<file path="src/rtl/seq_det_ctrl.sv">
// seq_det_ctrl: serializes WIDTH-bit words MSB-first into a sequence detector,
// owns the detector's reset and counts its match pulses with a saturating counter.
module seq_det_ctrl #(
  parameter int unsigned WIDTH = 8,
  parameter int unsigned CNT_W = 8
) (
  input  logic             clk,
  input  logic             reset,
  input  logic             clr,
  input  logic [WIDTH-1:0] in_data,
  input  logic             in_valid,
  output logic             in_ready,
  output logic             ser_bit,
  output logic             ser_en,
  output logic             det_reset,
  input  logic             det_out,
  output logic [CNT_W-1:0] hit_cnt,
  output logic             word_done,
  output logic             busy
);

  localparam int unsigned      IDX_W    = (WIDTH > 1) ? $clog2(WIDTH) : 1;
  localparam logic [IDX_W-1:0] IDX_LAST = IDX_W'(WIDTH - 1);
  localparam logic [CNT_W-1:0] CNT_MAX  = {CNT_W{1'b1}};

  typedef enum logic [1:0] {
    ST_CLEAR = 2'd0,
    ST_IDLE  = 2'd1,
    ST_SHIFT = 2'd2
  } state_e;

  state_e             state_q, state_d;
  logic [WIDTH-1:0]   shreg_q, shreg_d;
  logic [IDX_W-1:0]   idx_q, idx_d;
  logic               clr_cnt_q, clr_cnt_d;
  logic [CNT_W-1:0]   hit_cnt_q, hit_cnt_d;
  logic               word_done_q, word_done_d;
  logic               ser_bit_q, ser_bit_d;
  logic               ser_en_q, ser_en_d;
  logic               det_reset_q, det_reset_d;
  logic               busy_q, busy_d;
  logic               in_ready_c;
  logic               accept_c;

  // Ready in IDLE and on the last bit of a word so words can stream back-to-back.
  assign in_ready_c = !clr && ((state_q == ST_IDLE) ||
                               ((state_q == ST_SHIFT) && (idx_q == '0)));
  assign accept_c   = in_ready_c && in_valid;

  always_comb begin
    state_d     = state_q;
    shreg_d     = shreg_q;
    idx_d       = idx_q;
    clr_cnt_d   = clr_cnt_q;
    hit_cnt_d   = hit_cnt_q;
    word_done_d = 1'b0;

    if (clr) begin
      // Clear wins over everything, including an in-flight word and a coincident hit.
      state_d   = ST_CLEAR;
      shreg_d   = '0;
      idx_d     = '0;
      clr_cnt_d = 1'b0;
      hit_cnt_d = '0;
    end else begin
      case (state_q)
        ST_CLEAR: begin
          hit_cnt_d = '0;
          if (clr_cnt_q) begin
            state_d   = ST_IDLE;
            clr_cnt_d = 1'b0;
          end else begin
            clr_cnt_d = 1'b1;
          end
        end
        ST_IDLE: begin
          if (accept_c) begin
            shreg_d = in_data;
            idx_d   = IDX_LAST;
            state_d = ST_SHIFT;
          end
        end
        ST_SHIFT: begin
          if (idx_q == '0) begin
            word_done_d = 1'b1;
            if (accept_c) begin
              shreg_d = in_data;
              idx_d   = IDX_LAST;
            end else begin
              shreg_d = shreg_q << 1;
              state_d = ST_IDLE;
            end
          end else begin
            shreg_d = shreg_q << 1;
            idx_d   = idx_q - IDX_W'(1);
          end
        end
        default: begin
          state_d = ST_CLEAR;
        end
      endcase

      if ((state_q != ST_CLEAR) && det_out && (hit_cnt_q != CNT_MAX)) begin
        hit_cnt_d = hit_cnt_q + CNT_W'(1);
      end
    end

    // Output flops follow the next state so they line up with state_q.
    ser_en_d    = (state_d == ST_SHIFT);
    ser_bit_d   = (state_d == ST_SHIFT) && shreg_d[WIDTH-1];
    det_reset_d = (state_d != ST_CLEAR);
    busy_d      = (state_d != ST_IDLE);
  end

  always_ff @(posedge clk or negedge reset) begin
    if (!reset) begin
      state_q     <= ST_CLEAR;
      shreg_q     <= '0;
      idx_q       <= '0;
      clr_cnt_q   <= 1'b0;
      hit_cnt_q   <= '0;
      word_done_q <= 1'b0;
      ser_bit_q   <= 1'b0;
      ser_en_q    <= 1'b0;
      det_reset_q <= 1'b0;
      busy_q      <= 1'b1;
    end else begin
      state_q     <= state_d;
      shreg_q     <= shreg_d;
      idx_q       <= idx_d;
      clr_cnt_q   <= clr_cnt_d;
      hit_cnt_q   <= hit_cnt_d;
      word_done_q <= word_done_d;
      ser_bit_q   <= ser_bit_d;
      ser_en_q    <= ser_en_d;
      det_reset_q <= det_reset_d;
      busy_q      <= busy_d;
    end
  end

  assign in_ready  = in_ready_c;
  assign ser_bit   = ser_bit_q;
  assign ser_en    = ser_en_q;
  assign det_reset = det_reset_q;
  assign hit_cnt   = hit_cnt_q;
  assign word_done = word_done_q;
  assign busy      = busy_q;

endmodule

</file>
<file path="config.mk">
export PLATFORM = sky130hd
export DESIGN_NAME = seq_det_ctrl
export DESIGN_NICKNAME = d
export VERILOG_FILES = /design/src/rtl/seq_det_ctrl.sv
export SDC_FILE = /design/constraint.sdc
export NUM_CORES = 1
export LEC_CHECK = 0
export BUFFER_PORTS_ARGS = -buffer_cell sky130_fd_sc_hd__buf_4
export CORE_MARGIN = 5
export CORE_UTILIZATION = 50
export DETAILED_ROUTE_END_ITERATION = 6
export PLACE_DENSITY = 0.77
export SLEW_MARGIN = 20
export SYNTH_ARGS = -nofsm -noshare
export SYNTH_HDL_FRONTEND = slang
export SYNTH_SLANG_ARGS = --single-unit
</file>
<file path="constraint.sdc">
create_clock -name clk -period 4.91 [get_ports clk]
set_clock_uncertainty 0.05 [all_clocks]
set_input_delay 0.982 -clock clk [delete_from_list [all_inputs] [get_ports clk]]
set_output_delay 0.982 -clock clk [all_outputs]
set_load 0.03 [all_outputs]
</file>
==> impl_metrics.yaml, run 1 <==
grt:
  grt.overflow.total: 0
  grt_max_degree: 28
  grt_usage: 0.1535
  antenna_found_initial: 0
  grt_pass1_vias: 1117
  grt_first_pass_wirelength_mm: 5.064
setup_path:
  worstSetupEndpointType: "output port"
  cp_max_fo: 5
  cpPeakStageDelay_ns: 0.41
  path_class: "flop to output port"
  crit_path_start_kind: "flop"
  crit_slowest_cell: "dfrtp_1"
  cp.required_ns: 3.88
  arrival_ns: 1.80
  path_cells: "inv_1 > ha_1 > nor2b_1 > a21oi_1 > nor2_1 > buf_4"
pwr:
  combinationalPowerShare: 0.396
  power.internal_uw: 384.1
  leakage_uw: 0.0008427
  clkPwrFrac: 0.164
  ir_drop_uv: 298.4
  seq_power_share: 0.440
  switchingPower_uw: 238.3
  switching_share: 0.3829
  power.density_mw_per_mm2: 364.7
run:
  drv_cap: 0
logic_synthesis:
  yosysWarnings: 0
  ys_dominant_reg_cell: "dfrtp_1"
  synth_cell_type_count: 45
  postSynth.asyncResetShare: 1.000
  syn_area_per_cell_um2: 10.24
  seq_area_frac_synth: 0.4624
  ys_seq_elements: 27
  syn-num-nets: 163
  synth_area_mm2: 0.001464
  syn_inst: 143
  synth_edf_count: 0
cts:
  cts_setup_buffers: 0
  h-tree-depth: 1
  holdBufCountCts: 0
  cts_tree: "done"
  clk_latency_ns: 0.35
  clk_pin_slew_worst_paths_ns: 0.15
  cts_max_path_buffers: 2
  cts_buffers: 3
  cts_resized: 0
  clock-root-buffer: "clkbuf_4"
  cts_sinks: 27
outcome:
  status: "finished, final reports clean"
cells_and_area:
  drive_gt1_frac: 0.2706
  multi_input_comb_area_um2: 728.2
  nets: 191
  seq_area_um2: 676.9
  antenna_cells: 0
  syn_to_final_growth_pct: 16.58
  fillers: 240
die:
  die_w_um: 64.11
  ioPinCount: 27
  die-area_mm2: 0.004110
  die_y_um: 64.11
  start_util: 0.5263
  rows: 19
  fp.coreArea_mm2: 0.002781
route:
  antenna_left: 0
  routedWlPerCell_um: 14.19
  wirelength_mm: 2.853
  drtIter0Drc: 45
  drc: 0
  vias_per_cell: 5.706
  dr.pass1.iters: 4
  vias: 1147
sta:
  rsz0062_at_grt: "no"
  fmax_mhz: 352.8
  worstMarginPinSlew_ns: 0.5197
  post-route-period-util: 0.5773
  drv_slew: 0
  final.min_clock_period_ns: 2.835
  maxSlewHeadroom: 0.6480
  tns_ns: 0
  holdWs_ns: 0.4582
  hold_viol_final: 0
  fin_ws_ns: 2.075
  setup_viol: 0
min_path:
  min_path_type: "input pin to asynchronous set/reset pin"
placement:
  hpwl_mm: 2.197
  gp_congestion: 0.8492
  pre_cts_ws_ns: 2.451
  io_buffers: 26
flip-flops by register name, summed over array words and instances, names as in the netlist:
register	flops
ser_en	1
clr_cnt_q	1
shreg_q	8
word_done	1
state_q	2
idx_q	3
busy	1
det_reset	1
hit_cnt	8
ser_bit	1
worst paths after layout:
path | startpoint | end | slack, ns | depth (start not counted)
max | idx_q[0] | in_ready | 2.08 | 6
min | reset | det_reset | 0.46 | 1
max reg2reg | state_q[0] | shreg_q[5] | 2.89 | 6
min reg2reg | shreg_q[0] | shreg_q[0] | 0.50 | 1
max in group asynchronous | reset | busy | 4.06 | 1
min in group clk | shreg_q[0] | shreg_q[0] | 0.50 | 1
logic make-up after synthesis:
kind of cell | synth area share
xor gates and xnor gates | 0.01795
muxes | 0.02137
DFF | 0.4624
AOI/OAI and AO/OA | 0.2009
adders and majority gates | 0.05983
buffers and inverters | 0.04017
and+or+nand+nor | 0.1975
power groups by stage:
stage,logic [uW],registers (uW),clock network [uW]
after floorplan,162,295,0
after global placement,236,277,0
after detailed placement,247,279,0
after CTS,248,274,105
after global routing,275,278,114
final,246,274,102
routing by layer:
metal / part of all wire / GRT usage
met1: 0.45 / 0.1993
met2: 0.46 / 0.2324
met3: 0.051 / 0.03327
met4: 0.036 / 0.09415
met5: 0 / 0
through the flow:
step | area, um2 | instances | util | power [uW]
floorplan | 1464 | 143 | - | 457.1
global placement | 1677 | 197 | 0.6028 | 513.1
CTS | 1707 | 201 | 0.6136 | 628.3
global route | 1707 | 201 | 0.6136 | 667.4
detailed placement | 1677 | 197 | 0.6028 | 525.9
finish | 1707 | 201 | 0.6136 | 622.4
placed cells by master, fill, tap and decap left out, types with 2 or more instances in the layout:
cell type	instances
xor2_1	2
nand3_1	2
dfrtp_1	26
o21ai_0	4
nor2b_1	3
nor2_1	16
inv_1	9
a21o_1	6
and2_2	2
a21oi_1	7
a22o_1	7
nand2_1	7
and3_1	2
clkbuf_4	3
nor3_1	6
and2b_4	2
buf_4	26
a211oi_1	3
mux2i_1	2
ha_1	7
nand4_1	3
critical path: cells and delay by family, from the launching register on:
kind,cells,cell delay [ns]
DFF,1,0.41
and+or+nand+nor,2,0.40
AOI/OAI and AO/OA,1,0.14
buffers and inverters,2,0.26
adders and majority gates,1,0.25
final cells by class:
cell class | count | area share
clock inverter | 1 | 0.004399
timing repair buffer | 26 | 0.1144
clock buffer | 3 | 0.01320
multi-input combinational | 103 | 0.4267
inverter | 10 | 0.02199
tap | 31 | 0.02273
sequential | 27 | 0.3966
cell usage after synthesis (2+ instances only):
library cell   n  share of area
o21ai_0        4          0.014
a211oi_1       3          0.015
clkbuf_1       2         0.0051
nand4_1        3          0.013
nor3_1         6          0.021
mux2i_1        2          0.014
dfrtp_1       26           0.44
and2_2         2          0.010
inv_1          9          0.023
a22o_1         7          0.042
and3_1         2         0.0085
nor2b_1        3          0.013
and2b_4        2          0.014
nand2_1        7          0.018
a21o_1         6          0.031
a21oi_1        7          0.024
ha_1           7          0.060
xor2_1         2          0.012
nor2_1        16          0.041
nand3_1        2         0.0068
(Power assumes the default switching activity.)
==> inputs of run 2 (changes only) <==
ABC_AREA = 1   (was not set)
clock period = 2.86 ns   (was 4.91 ns; I/O delays follow)
==> run 2 against run 1 <==
Compared with the run above:
- non-clock buffer count increased by 1
- sequential share of layout area decreased by 0.74 points
- clock power increased by 61%
- first-iteration DRC count increased by 69%
- synthesized area increased by 0.94%
- hold slack got worse by 0.38 ns
- combinational power increased by 42%
- core utilization increased by 0.64 points
- count of clock-buffer cells in the layout unchanged
- synthesized cell count increased by 25%
- flip-flop and latch count unchanged
- cell count increased by 19%
==> impl_metrics.yaml, run 2 <==
run:
  drv_cap: 0
route:
  drc: 0
  drtIter0Drc: 76
  antenna_left: 0
  vias: 1261
  routedWlPerCell_um: 12.50
  vias_per_cell: 5.254
  dr.pass1.iters: 5
  wirelength_mm: 3.000
cells_and_area:
  nets: 230
  final_cell_mix: "nand2_1, buf_4, inv_1, nand3_1, dfrtp_1"
  syn_to_final_growth_pct: 17.70
  final_common_cell: "nand2_1"
  antenna_cells: 0
  stdcell_area_mm2: 0.001739
  drive_gt1_frac: 0.1962
  fillers: 254
  final_util: 0.6200
logic_synthesis:
  yosysWarnings: 0
  ys_dominant_reg_cell: "dfrtp_1"
  postSynth.asyncResetShare: 1.000
  synth_top_cell_by_area: "dfrtp_1"
  yosys-top-cells-area: "dfrtp_1, nand2_1, nand3_1"
  synth_cell_type_count: 25
  synth-compound-area-share: 0.09399
  seq_area_frac_synth: 0.4581
  synth_edf_count: 0
  synth_top_family_by_area: "simple AND/OR/NAND/NOR gates"
  syn_inst: 179
  syn_area_per_cell_um2: 8.255
  synthMuxAreaShare: 0
  ys_seq_elements: 27
  yosysMostFrequentCell: "nand2_1"
  synth_area_mm2: 0.001478
  synthSimpleGateAreaFrac: 0.2769
  synth-xor-area-share: 0.03556
  synth_top_area_share: 0.4403
  synth_fa_ha_area_frac: 0.05927
  syn-num-nets: 199
  synthTopCellsByCount: "nand2_1, dfrtp_1, inv_1, nand3_1, nor2_1"
sta:
  holdWs_ns: 0.07513
  setup_viol: 0
  worstMarginPinSlew_ns: 0.3373
  maxSlewHeadroom: 0.7743
  final.min_clock_period_ns: 2.475
  drv_slew: 0
  hold_viol_final: 0
  post-route-period-util: 0.8655
  rsz0062_at_grt: "no"
  fmax_mhz: 404.0
  tns_ns: 0
setup_path:
  arrival_ns: 1.85
  path_class: "flop to output port"
  cp_max_fo: 10
  cp.required_ns: 2.24
  worstSetupEndpointType: "output port"
  crit_path_start_kind: "flop"
grt:
  grt.overflow.total: 0
  grt_pass1_vias: 1227
  grt_max_degree: 28
  grt_first_pass_wirelength_mm: 5.209
  antenna_found_initial: 0
  grt_usage: 0.1577
cts:
  cts_max_path_buffers: 2
  cts_resized: 0
  holdBufCountCts: 0
  h-tree-depth: 1
  cts_setup_buffers: 0
  clock-root-buffer: "clkbuf_4"
  clk_pin_slew_worst_paths_ns: 0.14
  cts_sinks: 27
  cts_tree: "done"
  clk_latency_ns: 0.32
  cts_buffers: 3
pwr:
  power_uw: 956.4
  ir_drop_uv: 234.9
  power.density_mw_per_mm2: 549.9
  leakage_uw: 0.0009143
outcome:
  status: "finished, final reports clean"
min_path:
  min_path_type: "input pin to asynchronous set/reset pin"
die:
  die_w_um: 64.36
  start_util: 0.5268
  die-area_mm2: 0.004142
  rows: 19
  die_y_um: 64.36
  ioPinCount: 27
  fp.coreArea_mm2: 0.002805
placement:
  gp_congestion: 0.8775
  placed_cell_area_mm2: 0.001712
  hpwl_mm: 2.387
  io_buffers: 26
run 2: layout make-up:
type,count,area (um2),share of cell area
clock buffers,3,22.52,0.01295
clock inverters,1,5.005,0.002878
inverters,28,105.1,0.06043
multi-input cells,123,688.2,0.3957
flip-flops and latches,27,676.9,0.3892
well taps,31,38.79,0.02230
repair buffers,27,202.7,0.1165
run 2: power by group:
part	internal [uW]	switching (uW)	total [uW]
registers	422	21.3	443
logic	118	231	350
clock network	52.5	111	164
total	593	364	956
run 2: path summary, 6_finish.rpt:
path / from / to / slack, ns / cells after the start
max: state_q[0] / in_ready / 0.38 / 7
min: reset / clr_cnt_q / 0.08 / 1
max reg2reg: state_q[0] / idx_q[2] / 0.92 / 10
min reg2reg: shreg_q[2] / shreg_q[2] / 0.46 / 2
max in group asynchronous: reset / busy / 2.39 / 1
min in group clk: in_data[3] / shreg_q[3] / 0.40 / 3
run 2: metal layers:
layer	part of all wire	vias up	GRT usage	wire length [um]
met1	0.44	581	0.1907	1309
met4	0.013	0	0.05541	40
met3	0.048	6	0.02802	145
met2	0.50	32	0.2809	1504
li1	-	642	-	-
met5	0	-	0	0
run 2: per-stage QoR:
stage                     std cells  worst slack (ns)
final                           240            0.3847
after global routing            240            0.2035
after CTS                       240            0.3830
after detailed placement        236            0.7736
after global placement          236            0.8626
after floorplan                 179            0.8387
run 2: critical path, cell delays in order, from the launching register on:
cell and delay (ns):
dfrtp_1 0.44, inv_1 0.10, ha_1 0.35, nand3_1 0.19, nand2_2 0.15, inv_1 0.05, nor2_1 0.08, buf_4 0.16
run 2: cells by family after synthesis:
logic type / Yosys count
xor gates and xnor gates: 6
AOI/OAI and AO/OA: 23
adders and majority gates: 7
and+or+nand+nor: 87
DFF: 27
buffers and inverters: 29
==> inputs of run 3 (changes only) <==
PLACE_DENSITY = 0.73   (was 0.77)
==> run 3 against run 2 <==
Compared with the run above:
- combinational power barely moved
- clock power barely moved
- hold slack got worse by 0.0061 ns
- global-route usage is essentially flat
- die area unchanged
- critical path depth stayed put
- flip-flop and latch count did not move
- maximum frequency rose by 0.65%
- core utilization did not move
- final area stayed put
- critical path type unchanged
==> impl_metrics.yaml, run 3 (synthesized netlist as in run 2, its figures left out) <==
min_path:
  min_path_type: "input pin to asynchronous set/reset pin"
setup_path:
  crit_family: "flip-flops"
  timing.rr.start: "state_q[0]"
  crit_slowest_cell: "dfrtp_1"
  arrival_ns: 1.84
  path_cells: "inv_1 > ha_1 > nand3_1 > nand2_2 > inv_1 > nor2_1 > buf_4"
  cp.required_ns: 2.24
  cpPeakStageDelay_ns: 0.44
  critPathBufInv: 3
  crit_path_start_kind: "flop"
  worstSetupEndpointType: "output port"
  worstSetupStartpoint: "state_q[0]"
  cpMostUsedCell: "inv_1"
  path_class: "flop to output port"
  cp_max_fo: 10
die:
  fp.coreArea_mm2: 0.002805
  ioPinCount: 27
  die_y_um: 64.36
  die-area_mm2: 0.004142
  start_util: 0.5268
  rows: 19
  die_w_um: 64.36
pwr:
  combinationalPowerShare: 0.366
  leakage_uw: 0.0009143
  ir_drop_uv: 241.2
  switchingPower_uw: 362.3
  power.internal_uw: 592.3
  clkPwrFrac: 0.170
  power.density_mw_per_mm2: 548.9
  seq_power_share: 0.464
  switching_share: 0.3795
cts:
  clock-root-buffer: "clkbuf_4"
  cts_sinks: 27
  clk_pin_slew_worst_paths_ns: 0.14
  cts_max_path_buffers: 2
  clk_latency_ns: 0.33
  cts_setup_buffers: 0
  holdBufCountCts: 0
  h-tree-depth: 1
  cts_buffers: 3
  cts_tree: "done"
  cts_resized: 0
grt:
  antenna_found_initial: 0
  grt_usage: 0.1577
  grt_first_pass_wirelength_mm: 5.168
  grt.overflow.total: 0
  grt_max_degree: 28
  grt_pass1_vias: 1149
placement:
  io_buffers: 26
  gp_congestion: 0.9451
  hpwl_mm: 2.276
cells_and_area:
  drive_gt1_frac: 0.1962
  nets: 230
  final_cell_mix: "nand2_1, buf_4, inv_1, nand3_1, dfrtp_1"
  antenna_cells: 0
  final_common_cell: "nand2_1"
  syn_to_final_growth_pct: 17.70
route:
  drtIter0Drc: 103
  vias: 1256
  drc: 0
  wirelength_mm: 2.967
  antenna_left: 0
  vias_per_cell: 5.233
  dr.pass1.iters: 4
  routedWlPerCell_um: 12.36
run:
  drv_cap: 0
sta:
  rsz0062_at_grt: "no"
  holdWs_ns: 0.06907
  hold_viol_final: 0
  post-route-period-util: 0.8599
  tns_ns: 0
  drv_slew: 0
  maxSlewHeadroom: 0.7800
  fmax_mhz: 406.6
  worstMarginPinSlew_ns: 0.3300
  final.min_clock_period_ns: 2.459
  setup_viol: 0
outcome:
  status: "finished, final reports clean"
[run 3: metrics by stage]
stage	area [um2]	cells	utilization	worst slack, ns	total power, uW
3_5_place_dp	1712	236	0.6102	0.7756	797.9
5_1_grt	1739	240	0.6200	0.2081	1025
4_1_cts	1739	240	0.6200	0.3808	966.0
2_1_floorplan	1478	179	-	0.8387	692.9
6_report	1739	240	0.6200	0.4006	954.6
3_3_place_gp	1712	236	0.6102	0.8496	789.9
[run 3: power groups by stage]
| stage | Clock (uW) | Sequential (uW) | Combinational [uW] |
|---|---|---|---|
| 2_1_floorplan | 0 | 480 | 213 |
| 3_3_place_gp | 0 | 448 | 342 |
| 3_5_place_dp | 0 | 451 | 347 |
| 4_1_cts | 175 | 443 | 348 |
| 5_1_grt | 191 | 449 | 385 |
| 6_report | 163 | 442 | 349 |
[run 3: area by class of cell]
class                   instances  area (um2)
fillers                       256        1066
multi-input cells             123       688.2
flip-flops and latches         27       676.9
repair buffers                 27       202.7
inverters                      28       105.1
well taps                      31       38.79
clock buffers                   3       22.52
clock inverters                 1       5.005
[run 3: path summary, 6_finish.rpt]
path	depth (start not counted)	slack, ns	to
setup / recovery	7	0.40	in_ready
hold / removal	1	0.07	clr_cnt_q
setup reg to reg	10	0.95	idx_q[2]
hold reg to reg	2	0.47	shreg_q[2]
max in group asynchronous	1	2.40	busy
min in group clk	2	0.41	word_done
[run 3: routing by layer]
metal,GRT usage,vias up,wire length [um]
li1,-,642,-
met1,0.2120,571,1360
met2,0.2500,39,1385
met3,0.03152,4,172
met4,0.06332,0,48
met5,0,-,0
